<file path="config.mk">
export PLATFORM = sky130hd
export DESIGN_NAME = gcd_sequencer_flat
export DESIGN_NICKNAME = d
export VERILOG_FILES = /design/src/rtl/gcd_sequencer_if.sv /design/src/rtl/gcd_sequencer.sv /design/src/flat_wrapper.sv
export SDC_FILE = /design/constraint.sdc
export NUM_CORES = 1
export LEC_CHECK = 0
export ABC_AREA = 1
export BUFFER_PORTS_ARGS = -buffer_cell sky130_fd_sc_hd__buf_2
export CAP_MARGIN = 10
export CORE_MARGIN = 8
export CORE_UTILIZATION = 35
export DETAILED_ROUTE_END_ITERATION = 10
export GPL_ROUTABILITY_DRIVEN = 0
export PLACE_DENSITY_LB_ADDON = 0.25
export SYNTH_ARGS = -nofsm -noshare
export SYNTH_HDL_FRONTEND = slang
export SYNTH_SLANG_ARGS = --single-unit
</file>
<file path="constraint.sdc">
create_clock -name CLK -period 1.57 [get_ports CLK]
set_input_delay 0.157 -clock CLK [delete_from_list [all_inputs] [get_ports CLK]]
set_output_delay 0.157 -clock CLK [all_outputs]
set_load 0.01 [all_outputs]
</file>
<file path="src/rtl/gcd_sequencer_if.sv">
// Handshake and datapath-control bundle between gcd_sequencer (master) and
// the surrounding system / datapath_section1 (slave).
interface gcd_sequencer_if #(
    parameter int unsigned CNT_W = 16
);
    logic             start;
    logic             a_eq_b;
    logic             a_lt_b;
    logic             a_is_zero;
    logic             b_is_zero;
    logic             CTRL1;
    logic             CTRL2;
    logic             CTRL6;
    logic             CTRL7;
    logic             busy;
    logic             gcd_done;
    logic             gcd_err;
    logic [CNT_W-1:0] iter_count;

    modport master (
        input  start, a_eq_b, a_lt_b, a_is_zero, b_is_zero,
        output CTRL1, CTRL2, CTRL6, CTRL7, busy, gcd_done, gcd_err, iter_count
    );

    modport slave (
        output start, a_eq_b, a_lt_b, a_is_zero, b_is_zero,
        input  CTRL1, CTRL2, CTRL6, CTRL7, busy, gcd_done, gcd_err, iter_count
    );
endinterface

</file>
<file path="src/rtl/gcd_sequencer.sv">
// Control FSM sequencing a subtractive-GCD datapath with a start/done handshake.
// Optional iteration limit enabled by defining GCD_ITER_LIMIT_EN.
module gcd_sequencer #(
    parameter int unsigned CNT_W    = 16,
    parameter int unsigned MAX_ITER = 65535
) (
    input  logic             CLK,
    input  logic             RST_N,
    gcd_sequencer_if.master  bus
);

    typedef enum logic [2:0] {
        IDLE,
        LOAD,
        CHECK,
        SUB_A,
        SUB_B,
        DONE,
        ERR
    } state_t;

`ifdef GCD_ITER_LIMIT_EN
    localparam bit LIMIT_EN = 1'b1;
`else
    localparam bit LIMIT_EN = 1'b0;
`endif
    localparam logic [CNT_W-1:0] ITER_LIMIT = CNT_W'(MAX_ITER);

    state_t state;
    state_t nxt;
    logic   limit_hit;

    assign limit_hit = LIMIT_EN && (bus.iter_count == ITER_LIMIT);

    // Zero check outranks equality so A=B=0 reports an error, not a result.
    always_comb begin
        nxt = state;
        unique case (state)
            IDLE:        if (bus.start) nxt = LOAD;
            LOAD:        nxt = CHECK;
            CHECK: begin
                if (bus.a_is_zero || bus.b_is_zero) nxt = ERR;
                else if (bus.a_eq_b)                nxt = DONE;
                else if (limit_hit)                 nxt = ERR;
                else if (bus.a_lt_b)                nxt = SUB_B;
                else                                nxt = SUB_A;
            end
            SUB_A, SUB_B: nxt = CHECK;
            DONE, ERR:   if (!bus.start) nxt = IDLE;
            default:     nxt = IDLE;
        endcase
    end

    // Outputs are registered from the next state, so they track the state
    // register exactly with no input-to-output combinational path.
    always_ff @(posedge CLK or negedge RST_N) begin
        if (!RST_N) begin
            state          <= IDLE;
            bus.CTRL1      <= 1'b0;
            bus.CTRL2      <= 1'b0;
            bus.CTRL6      <= 1'b0;
            bus.CTRL7      <= 1'b0;
            bus.busy       <= 1'b0;
            bus.gcd_done   <= 1'b0;
            bus.gcd_err    <= 1'b0;
            bus.iter_count <= '0;
        end else begin
            state        <= nxt;
            bus.CTRL1    <= (nxt == LOAD);
            bus.CTRL2    <= (nxt == LOAD);
            bus.CTRL6    <= (nxt == SUB_B);
            bus.CTRL7    <= (nxt == SUB_A) || (nxt == SUB_B);
            bus.busy     <= (nxt != IDLE);
            bus.gcd_done <= (nxt == DONE);
            bus.gcd_err  <= (nxt == ERR);
            if (nxt == LOAD) begin
                bus.iter_count <= '0;
            end else if (((nxt == SUB_A) || (nxt == SUB_B)) && (bus.iter_count != '1)) begin
                bus.iter_count <= bus.iter_count + 1'b1;
            end
        end
    end

endmodule

</file>
<file path="src/flat_wrapper.sv">
// flat-port wrapper written by rule: the top's interface ports become plain ports
module gcd_sequencer_flat 
#(
    parameter int unsigned CNT_W    = 16,
    parameter int unsigned MAX_ITER = 65535
)
  (CLK, RST_N, bus_start, bus_a_eq_b, bus_a_lt_b, bus_a_is_zero, bus_b_is_zero, bus_CTRL1, bus_CTRL2, bus_CTRL6, bus_CTRL7, bus_busy, bus_gcd_done, bus_gcd_err, bus_iter_count);
  gcd_sequencer_if #(.CNT_W(CNT_W)) bus_i ();
  input  logic CLK;
  input  logic RST_N;
  input wire logic [$bits(bus_i.start)-1:0] bus_start;
  input wire logic [$bits(bus_i.a_eq_b)-1:0] bus_a_eq_b;
  input wire logic [$bits(bus_i.a_lt_b)-1:0] bus_a_lt_b;
  input wire logic [$bits(bus_i.a_is_zero)-1:0] bus_a_is_zero;
  input wire logic [$bits(bus_i.b_is_zero)-1:0] bus_b_is_zero;
  output wire logic [$bits(bus_i.CTRL1)-1:0] bus_CTRL1;
  output wire logic [$bits(bus_i.CTRL2)-1:0] bus_CTRL2;
  output wire logic [$bits(bus_i.CTRL6)-1:0] bus_CTRL6;
  output wire logic [$bits(bus_i.CTRL7)-1:0] bus_CTRL7;
  output wire logic [$bits(bus_i.busy)-1:0] bus_busy;
  output wire logic [$bits(bus_i.gcd_done)-1:0] bus_gcd_done;
  output wire logic [$bits(bus_i.gcd_err)-1:0] bus_gcd_err;
  output wire logic [$bits(bus_i.iter_count)-1:0] bus_iter_count;
  assign bus_i.start = bus_start;
  assign bus_i.a_eq_b = bus_a_eq_b;
  assign bus_i.a_lt_b = bus_a_lt_b;
  assign bus_i.a_is_zero = bus_a_is_zero;
  assign bus_i.b_is_zero = bus_b_is_zero;
  assign bus_CTRL1 = bus_i.CTRL1;
  assign bus_CTRL2 = bus_i.CTRL2;
  assign bus_CTRL6 = bus_i.CTRL6;
  assign bus_CTRL7 = bus_i.CTRL7;
  assign bus_busy = bus_i.busy;
  assign bus_gcd_done = bus_i.gcd_done;
  assign bus_gcd_err = bus_i.gcd_err;
  assign bus_iter_count = bus_i.iter_count;
  gcd_sequencer #(.CNT_W(CNT_W), .MAX_ITER(MAX_ITER)) u_core (.CLK(CLK), .RST_N(RST_N), .bus(bus_i));
endmodule
</file>
==> impl_metrics.toml <==
[outcome]
status = "finished, final reports clean"

[global_routing]
gr-total-overflow = 0
grt_pass1_wl_mm = 6.617
grt_pass1_vias = 1406
grt_use_total = 0.1231
antenna_found_initial = 0
grt_max_degree = 33

[final_layout]
seq_area_um2 = 629.4
multiInputGateArea_um2 = 898.4
nets = 273
drive_gt1_frac = 0.3068
final_util = 0.4774
antennaDiodeCount = 0
fillers = 455
synthToLayoutAreaGrowth_pct = 32.32
design_area_um2 = 2064

[clock_tree]
cts-root-buf = "clkbuf_8"
cts_buffers = 3
htreeDepth = 1
cts_tree = "done"
insertion_delay_ns = 0.27
cts.reportedPaths.clkPinSlew_ns = 0.09
clock-sinks = 25
cts_buffer_depth = 2

[timing]
hold_viol = 0
worst_hold_slack_ns = 0.2177
slew_headroom = 0.6141
tightest_slew_ns = 0.5788
setup_viol = 0
timing.final.max_slew_violations = 0
fin_ws_ns = 0.02947
finalCritPeriodShare = 0.9812
clock.fmax_mhz = 649.1
setup_tns_ns = 0
layout_min_cycle_time_ns = 1.541
skew_ns = 0.005634
rsz0062_at_grt = "true"

[synthesis]
ys.flop_type = "dfrtp_1"
yosys.area_share.adder = 0.008019
syn-mean-instance-area_um2 = 7.190
synth_fp_nets = 225
yosysTopAreaCell = "dfrtp_1"
synth_warnings = 0
ys_types = 25
netlist_area_um2 = 1560
synth-seq-area-share = 0.4010
synth_area_leaders = "dfrtp_1, nand2_1, nand4_1, nand3_1, inv_1"
synth.most_common_cell = "nand2_1"
netlist_instances = 217
synth_edf_count = 0
async_reset_ff_frac = 1.000
synth_xor_area_frac = 0.03929
ys_top_cells_by_count = "nand2_1, dfrtp_1, inv_1"
yosys.area_share.simple = 0.4475
synth-compound-area-share = 0.008019
synth_top_area_frac = 0.4010
ys_ff_latch = 25
synth_top_family_by_area = "simple AND/OR/NAND/NOR gates"
muxShareOfSynthArea = 0

[drt]
wl_mm = 4.202
drtPass1Iterations = 4
via_count = 1544
viasPerCell = 4.886
drt_iter0_markers = 84
drcViolationCount = 0
wl_per_cell_um = 13.30
drtAntennaViolNets = 0

[setup_path]
end_kind = "register"
worstPathCellList = "ha_4, nand2_4, nor2_4, nand2_2, nor2_4, nand4_4, nand2_4, nand3_2, nand2_1"
crit_buf_inv = 0
cp_num_cells = 9
regToRegSetupSlack_ns = 0.03
crit_required_ns = 1.78
crit_slowest_cell = "dfrtp_1"
crit_arrival_ns = 1.75
crit_path_start_kind = "register"
max_stage_delay_ns = 0.41
setup.worst_path.end = "u_core.bus.iter_count[0]"
ff2ff_path_depth = 9
cp-startpoint = "u_core.bus.iter_count[1]"
timing.rr.start = "u_core.bus.iter_count[1]"
critPathKind = "register to register"
crit_family = "simple AND/OR/NAND/NOR gates"
r2r_end = "u_core.bus.iter_count[0]"
worstPathMaxFanout = 8

[pwr]
power.leakage_uw = 0.001117
powerDensity_nw_per_um2 = 1346
combPwrFrac = 0.545
clockPowerShare = 0.142
seqPwrFrac = 0.313
p_int_uw = 1535
ir_worst_vdd_mv = 1.157
netSwitchingFraction = 0.4477
switching_power_uw = 1244

[place]
dpl.hpwl_mm = 2.982
place_ws_ns = 0.02752
dpl_cell_area_um2 = 1848
io_buffer_count = 29

[hold_path]
hold_class = "input pin to register"

[floorplanning]
initial_core_util = 0.3608
die_w_um = 82.77
placement_rows = 24
core_area_um2 = 4324
die-area_um2 = 6850
die_height_um = 82.77
io_pins = 30

[job]
drv_cap = 0
==> worst register-to-register path: stages, from the launching register on <==
cell and delay [ns]:
dfrtp_1 0.41, ha_4 0.17, nand2_4 0.06, nor2_4 0.13
nand2_2 0.08, nor2_4 0.12, nand4_4 0.16, nand2_4 0.20
nand3_2 0.08, nand2_1 0.07
==> how the worst min path moves through the flow <==
stage | to | depth (start not counted) | slack, ns | from
after global placement | u_core.bus.CTRL1 | 1 | 0.19 | RST_N
after global routing | u_core.state[2] | 3 | 0.24 | bus_start
after CTS | u_core.state[2] | 3 | 0.22 | bus_start
after detailed placement | u_core.bus.CTRL1 | 1 | 0.20 | RST_N
after floorplan | u_core.bus.CTRL1 | 0 | -0.14 | RST_N
final | u_core.state[2] | 3 | 0.22 | bus_start
==> cell families after synthesis <==
kind of cell / Yosys count
DFF: 25
adders and majority gates: 1
and+or+nand+nor: 146
buffers and inverters: 36
xor gates and xnor gates: 7
AOI/OAI and AO/OA: 2
==> routing by layer <==
layer / GRT usage / vias to the layer above / part of all wire
met4: 0.02241 / 0 / 0.0098
li1: - / 802 / -
met3: 0.03680 / 4 / 0.059
met1: 0.1599 / 710 / 0.46
met5: 0 / - / 0
met2: 0.1981 / 28 / 0.47
==> final cells by class <==
type                    count  area share
flip-flops and latches     25      0.3048
multi-input cells         157      0.4352
inverters                  29     0.05273
repair buffers             49      0.1539
well taps                  52     0.03152
clock buffers               4     0.02182
==> power by group through the flow <==
stage,clock (uW),combinational (uW),sequential (uW)
2_1_floorplan,0,743,897
4_1_cts,401,1130,844
3_5_place_dp,0,1120,858
3_3_place_gp,0,1130,854
5_1_grt,426,1650,883
6_report,394,1520,869
==> placed cells by master, fill, tap and decap left out, types with 2 or more instances in the layout <==
cell type,n
nand2_1,56
buf_2,29
inv_1,25
dfrtp_1,22
nand3_1,21
nand4_1,21
nor2_1,20
buf_4,16
nor3_1,6
xor2_1,6
nand2_2,5
nor2_4,4
nand3_2,4
nor2_2,3
inv_2,3
clkbuf_8,3
dfrtp_2,3
nand2_8,2
nand2_4,2
buf_6,2
==> flip-flops by register name, summed over array words and instances (netlist names) <==
register               cells
u_core.bus.CTRL7           1
u_core.bus.CTRL6           1
u_core.state               3
u_core.bus.CTRL1           1
u_core.bus.iter_count     16
u_core.bus.busy            1
u_core.bus.gcd_err         1
u_core.bus.gcd_done        1
==> what timing repair did <==
item / CTS / global route
hold buffers: 1 / 0
buffers inserted: 0 / 5
setup endpoints to repair: 0 / 16
gates resized for setup: 0 / 26
endpoints found under the hold margin: 25 / 0
==> through the flow <==
stage,power [uW],std cells
after global placement,1981,305
after global routing,2961,316
after CTS,2373,310
final,2779,316
after detailed placement,1977,305
after floorplan,1640,217
(Power assumes the default switching activity.)
